===== src/rtl/div_pipe_if.sv =====
// Operand/result bundle for the pipelined divider core.
// The producer owns in_valid/numer/denom and the divider owns the results.
interface div_pipe_if #(
  parameter int DATA_WIDTH = 32
);
  logic                         in_valid;
  logic signed [DATA_WIDTH-1:0] numer;
  logic signed [DATA_WIDTH-1:0] denom;
  logic                         out_valid;
  logic signed [DATA_WIDTH-1:0] quotient;
  logic signed [DATA_WIDTH-1:0] remain;
  logic                         out_overflow;

  modport master (
    output in_valid, numer, denom,
    input  out_valid, quotient, remain, out_overflow
  );

  modport slave (
    input  in_valid, numer, denom,
    output out_valid, quotient, remain, out_overflow
  );
endinterface


===== src/rtl/div_pipe.sv =====
// Fixed-latency pipelined signed restoring divider: quotient = (numer<<S)/denom, truncating.
// Optional quotient clamping with overflow flag when DIV_SATURATE_EN is defined.
module div_pipe #(
  parameter int DATA_WIDTH           = 32,
  parameter int PIPELINE             = 4,
  parameter int SCALING_FACTOR_POWER = 0
) (
  input logic       clk,
  input logic       rst,
  div_pipe_if.slave bus
);
  localparam int W    = DATA_WIDTH;
  localparam int N    = DATA_WIDTH + SCALING_FACTOR_POWER;
  localparam int RW   = DATA_WIDTH + 1;
  localparam int N1   = N + 1;
  localparam int LAST = PIPELINE - 1;
  localparam int ITER = (N + LAST - 1) / LAST;

  // Index k of each array holds the state leaving pipeline stage k.
  logic          vld_q  [LAST];
  logic [RW-1:0] rem_q  [LAST];
  logic [N-1:0]  num_q  [LAST];
  logic [RW-1:0] d_q    [LAST];
  logic          sq_q   [LAST];
  logic          sr_q   [LAST];
  logic          dz_q   [LAST];
  logic [W-1:0]  nraw_q [LAST];

  logic [RW+N-1:0] step_d [LAST];
  logic [W-1:0]    nabs_d, dabs_d;
  logic [N-1:0]    num0_d;
  logic [W-1:0]    quot_d, rem_o_d;
  logic            vld_o_q;
  logic [W-1:0]    quot_q, rem_o_q;

  // Quotient bits shift into the vacated LSBs of the numerator register.
  function automatic logic [RW+N-1:0] div_steps(input logic [RW-1:0] rem,
                                                input logic [N-1:0]  num,
                                                input logic [RW-1:0] d,
                                                input int            start);
    for (int i = 0; i < ITER; i++) begin
      if (start + i < N) begin
        rem = {rem[RW-2:0], num[N-1]};
        num = {num[N-2:0], 1'b0};
        if (rem >= d) begin
          rem    = rem - d;
          num[0] = 1'b1;
        end
      end
    end
    return {rem, num};
  endfunction

`ifdef DIV_SATURATE_EN
  function automatic logic quot_ovf(input logic [N-1:0] qmag, input logic neg);
    logic [N1-1:0] lim;
    lim = (N1'(1) << (W - 1)) - (neg ? N1'(0) : N1'(1));
    return {1'b0, qmag} > lim;
  endfunction
`endif

  function automatic logic [W-1:0] quot_result(input logic [N-1:0] qmag, input logic neg);
    logic [N-1:0] qs;
    qs = neg ? -qmag : qmag;
`ifdef DIV_SATURATE_EN
    if (quot_ovf(qmag, neg)) return neg ? {1'b1, {(W-1){1'b0}}} : {1'b0, {(W-1){1'b1}}};
`endif
    return qs[W-1:0];
  endfunction

  function automatic logic [W-1:0] rem_result(input logic [RW-1:0] rmag, input logic neg);
    logic [RW-1:0] rs;
    rs = neg ? -rmag : rmag;
    return rs[W-1:0];
  endfunction

  always_comb begin
    nabs_d = bus.numer[W-1] ? -bus.numer : bus.numer;
    dabs_d = bus.denom[W-1] ? -bus.denom : bus.denom;
    num0_d = N'(nabs_d) << SCALING_FACTOR_POWER;
    for (int k = 0; k < LAST; k++) begin
      step_d[k] = div_steps(rem_q[k], num_q[k], d_q[k], k * ITER);
    end
  end

  always_comb begin
    quot_d  = quot_result(step_d[LAST-1][N-1:0], sq_q[LAST-1]);
    rem_o_d = rem_result(step_d[LAST-1][RW+N-1:N], sr_q[LAST-1]);
    if (dz_q[LAST-1]) begin
      quot_d  = '0;
      rem_o_d = nraw_q[LAST-1];
    end
  end

  always_ff @(posedge clk) begin
    if (rst) begin
      for (int k = 0; k < LAST; k++) begin
        vld_q[k]  <= 1'b0;
        rem_q[k]  <= '0;
        num_q[k]  <= '0;
        d_q[k]    <= '0;
        sq_q[k]   <= 1'b0;
        sr_q[k]   <= 1'b0;
        dz_q[k]   <= 1'b0;
        nraw_q[k] <= '0;
      end
      vld_o_q <= 1'b0;
      quot_q  <= '0;
      rem_o_q <= '0;
    end else begin
      // stage 0: magnitudes and signs
      vld_q[0]  <= bus.in_valid;
      rem_q[0]  <= '0;
      num_q[0]  <= num0_d;
      d_q[0]    <= {1'b0, dabs_d};
      sq_q[0]   <= bus.numer[W-1] ^ bus.denom[W-1];
      sr_q[0]   <= bus.numer[W-1];
      dz_q[0]   <= (bus.denom == '0);
      nraw_q[0] <= bus.numer;
      // stages 1..PIPELINE-2: restoring iterations
      for (int k = 1; k < LAST; k++) begin
        vld_q[k]  <= vld_q[k-1];
        rem_q[k]  <= step_d[k-1][RW+N-1:N];
        num_q[k]  <= step_d[k-1][N-1:0];
        d_q[k]    <= d_q[k-1];
        sq_q[k]   <= sq_q[k-1];
        sr_q[k]   <= sr_q[k-1];
        dz_q[k]   <= dz_q[k-1];
        nraw_q[k] <= nraw_q[k-1];
      end
      // final stage: last iterations, sign application, output registers
      vld_o_q <= vld_q[LAST-1];
      quot_q  <= quot_d;
      rem_o_q <= rem_o_d;
    end
  end

`ifdef DIV_SATURATE_EN
  logic ovf_q;
  always_ff @(posedge clk) begin
    if (rst) ovf_q <= 1'b0;
    else     ovf_q <= quot_ovf(step_d[LAST-1][N-1:0], sq_q[LAST-1]) && !dz_q[LAST-1];
  end
  assign bus.out_overflow = ovf_q;
`else
  assign bus.out_overflow = 1'b0;
`endif

  assign bus.out_valid = vld_o_q;
  assign bus.quotient  = quot_q;
  assign bus.remain    = rem_o_q;
endmodule

===== src/flat_wrapper.sv =====
// flat-port wrapper written by rule: the top's interface ports become plain ports
module div_pipe_flat 
#(
  parameter int DATA_WIDTH           = 32,
  parameter int PIPELINE             = 4,
  parameter int SCALING_FACTOR_POWER = 0
)
  (clk, rst, bus_in_valid, bus_numer, bus_denom, bus_out_valid, bus_quotient, bus_remain, bus_out_overflow);
  div_pipe_if #(.DATA_WIDTH(DATA_WIDTH)) bus_i ();
  input logic clk;
  input logic rst;
  input wire logic [$bits(bus_i.in_valid)-1:0] bus_in_valid;
  input wire logic [$bits(bus_i.numer)-1:0] bus_numer;
  input wire logic [$bits(bus_i.denom)-1:0] bus_denom;
  output wire logic [$bits(bus_i.out_valid)-1:0] bus_out_valid;
  output wire logic [$bits(bus_i.quotient)-1:0] bus_quotient;
  output wire logic [$bits(bus_i.remain)-1:0] bus_remain;
  output wire logic [$bits(bus_i.out_overflow)-1:0] bus_out_overflow;
  assign bus_i.in_valid = bus_in_valid;
  assign bus_i.numer = bus_numer;
  assign bus_i.denom = bus_denom;
  assign bus_out_valid = bus_i.out_valid;
  assign bus_quotient = bus_i.quotient;
  assign bus_remain = bus_i.remain;
  assign bus_out_overflow = bus_i.out_overflow;
  div_pipe #(.DATA_WIDTH(DATA_WIDTH), .PIPELINE(PIPELINE), .SCALING_FACTOR_POWER(SCALING_FACTOR_POWER)) u_core (.clk(clk), .rst(rst), .bus(bus_i));
endmodule

===== config.mk =====
export PLATFORM = sky130hd
export DESIGN_NAME = div_pipe_flat
export DESIGN_NICKNAME = d
export VERILOG_FILES = /design/src/rtl/div_pipe_if.sv /design/src/rtl/div_pipe.sv /design/src/flat_wrapper.sv
export SDC_FILE = /design/constraint.sdc
export NUM_CORES = 2
export LEC_CHECK = 0
export CORE_ASPECT_RATIO = 0.8
export CORE_MARGIN = 2
export CORE_UTILIZATION = 40
export CTS_CLUSTER_DIAMETER = 80
export DETAILED_ROUTE_END_ITERATION = 12
export PLACE_DENSITY_LB_ADDON = 0.05
export SYNTH_ARGS = -nofsm -noshare
export SYNTH_HDL_FRONTEND = slang
export SYNTH_SLANG_ARGS = --single-unit
export TNS_END_PERCENT = 30

===== constraint.sdc =====
create_clock -name clk -period 68.6 [get_ports clk]
set_clock_uncertainty 0.05 [all_clocks]
set_input_delay 17.15 -clock clk [delete_from_list [all_inputs] [get_ports clk]]
set_output_delay 17.15 -clock clk [all_outputs]
set_load 0.05 [all_outputs]

==> impl_metrics.json <==
{
  "status": "completed",
  "maxSlewHeadroom_pct": 14.79,
  "r2r_cells": 193,
  "tightest_slew_ns": 1.246,
  "initial_core_util_pct": 40.12,
  "h-tree-depth": 2,
  "rows": 140,
  "ys.flop_type": "dfxtp_1",
  "dp_hpwl_um": 231100,
  "hold_depth": 1,
  "dieArea_um2": 185500,
  "path_delay_family": "compound AO/OA/AOI/OAI gates",
  "ctsHoldBuffers": 0,
  "avgSynthCellArea_um2": 7.518,
  "max_freq_ghz": 0.02111,
  "worstPathRequired_ns": 69.02,
  "wire_per_inst_um": 23.50,
  "crit_buf_inv": 23,
  "io-pin-count": 133,
  "preCtsSetupSlack_ns": 22.07,
  "maxCapViolCount": 0,
  "post_cts_resized": 0,
  "synthArstFlopShare_pct": 0,
  "dr.pass1.iters": 6,
  "slowest_stage": "a2111oi_0",
  "final_nets": 10830,
  "grt_pass1_vias": 67590,
  "clock_latency_ns": 0.68,
  "layout_setup_ws_ns": 21.23,
  "area_growth_pct": 8.506,
  "clk_path_buf_depth": 3,
  "final_common_cell": "ha_1",
  "yosysWarnings": 0,
  "ff2ff_setup_slack_ns": 21.23,
  "num_vias": 73090,
  "report.final.setup_viol": 0,
  "numPortBuffers": 131,
  "synth_edf_count": 0,
  "place.gp.congestion": 0.9562,
  "syn_nets": 10780,
  "grt_pass1_wl_um": 425700,
  "start_kind": "flop",
  "period_needed_ns": 47.37,
  "grt_use_total_pct": 29.67,
  "cts_root_buf": "clkbuf_16",
  "period_share_pct": 69.06,
  "grt_start_max_net_pins": 157,
  "crit_type": "flop to flop",
  "end_kind": "flop",
  "cts_setup_buffers": 0,
  "cts_tree": "done",
  "crit_fanout": 63,
  "drtAntennaViolNets": 0,
  "yosysSeqAreaShare_pct": 11.63,
  "vias_per_cell": 5.995,
  "max_stage_delay_ns": 0.88,
  "finalHoldViolCount": 0,
  "hold_slack_ns": 0.3749,
  "ys_ff_latch": 423,
  "synth_area_um2": 72810,
  "antenna_found_initial": 15,
  "overflow": 0,
  "core_um2": 181500,
  "drive_above_1_share_pct": 9.228,
  "clk_pin_slew_ns": 0.07,
  "totalNegativeSetupSlack_ns": 0,
  "cts_sinks": 423,
  "mostFrequentLayoutCells": "ha_1 (998), nor2_1 (876), a21oi_1 (865)",
  "die_y_um": 385.6,
  "synthCells": 9685,
  "drc": 0,
  "crit_cells": 193,
  "placed_cell_area_um2": 77220,
  "drv_slew": 0,
  "cts_made_buffers": 50,
  "die_w_um": 481.0,
  "wl_um": 286600,
  "crit_path_frequent_cell": "o21ai_0",
  "design_area_um2": 79010,
  "drt-initial-drc-count": 6105,
  "crit_arrival_ns": 47.80,
  "hold_class": "flop to flop",
  "ys_types": 108,
  "rsz0062_at_grt": "no"
}
worst reg2reg max path: cells and delay by family (launching register included):
kind	cells	cell delay, ns
buffers and inverters	23	5.32
muxes	6	2.09
adders and majority gates	11	3.40
DFF	1	0.30
and+or+nand+nor	32	6.86
AOI/OAI and AO/OA	121	29.24
cells in the mapped netlist (29+ instances only):
| master | number | share of area (%) |
|---|---|---|
| o211ai_1 | 58 | 0.60 |
| mux2_2 | 544 | 8.4 |
| and2_1 | 60 | 0.52 |
| nor2b_1 | 271 | 2.3 |
| o41ai_1 | 37 | 0.45 |
| dfxtp_1 | 423 | 12 |
| o21ai_0 | 568 | 3.9 |
| o21a_1 | 135 | 1.4 |
| a211oi_1 | 68 | 0.70 |
| a21oi_1 | 865 | 5.9 |
| o31ai_1 | 105 | 1.1 |
| fa_1 | 31 | 0.85 |
| xor2_1 | 319 | 3.8 |
| clkbuf_1 | 202 | 1.0 |
| a211o_1 | 29 | 0.35 |
| inv_1 | 522 | 2.7 |
| mux2i_1 | 128 | 1.8 |
| buf_1 | 29 | 0.15 |
| nand3_1 | 247 | 1.7 |
| or2_2 | 49 | 0.42 |
| ha_1 | 998 | 17 |
| a21o_1 | 351 | 3.6 |
| nand4_1 | 160 | 1.4 |
| a31o_2 | 35 | 0.42 |
| nand2_1 | 702 | 3.6 |
| nor2_1 | 876 | 4.5 |
| nand2b_1 | 117 | 1.0 |
| nor4_1 | 81 | 0.70 |
| a31oi_1 | 111 | 0.95 |
| and3_1 | 83 | 0.71 |
| or3_1 | 79 | 0.68 |
| a21boi_0 | 77 | 0.79 |
| o21bai_1 | 131 | 1.4 |
| nor3_1 | 194 | 1.3 |
| xnor2_1 | 564 | 6.8 |
kinds of logic after synthesis:
kind of cell / synth area share, %
and+or+nand+nor: 20.27
AOI/OAI and AO/OA: 25.16
adders and majority gates: 18.00
xor gates and xnor gates: 10.62
buffers and inverters: 4.117
muxes: 10.19
DFF: 11.63
other: 0.005150
path summary, 6_finish.rpt:
kind                              startpoint                         endpoint
min          u_core.nraw_q[0][49]$_SDFF_PP0_  u_core.nraw_q[0][81]$_SDFF_PP0_
min reg2reg  u_core.nraw_q[0][49]$_SDFF_PP0_  u_core.nraw_q[0][81]$_SDFF_PP0_
max             u_core.d_q[0][34]$_SDFF_PP0_   u_core.rem_q[0][67]$_SDFF_PP0_
max reg2reg     u_core.d_q[0][34]$_SDFF_PP0_   u_core.rem_q[0][67]$_SDFF_PP0_
flip-flops by register name, indices dropped and copies added (netlist names), 32 cells and up:
register             count
u_core.d_q              96
u_core.bus.quotient     32
u_core.num_q            96
u_core.nraw_q           90
u_core.rem_q            64
u_core.bus.remain       32
layout make-up:
class,count,area [um^2]
antenna,3,7.507
clock inverter,34,466.7
tap,2414,3020
fill,18520,102500
sequential,423,8469
multi-input combinational,8477,61480
inverter,525,1971
clock buffer,58,1311
timing repair buffer,258,2282
metal layers:
layer  routed length (um)  part of all wire (%)  GRT usage, %
met2               119200                    42         44.79
met1               141000                    49         43.93
met5                   25                0.0087             0
met3                17000                   5.9         2.806
met4                 9389                   3.3         9.126
metrics by stage:
step	cells	utilization [%]
global route	12190	43.53
floorplan	9685	-
global placement	12100	42.55
finish	12190	43.54
detailed placement	12100	42.55
CTS	12190	43.53
Power is left out: the tool's default activity adds up to more than one toggle a clock period on the data nets, which glitch-free logic cannot reach.
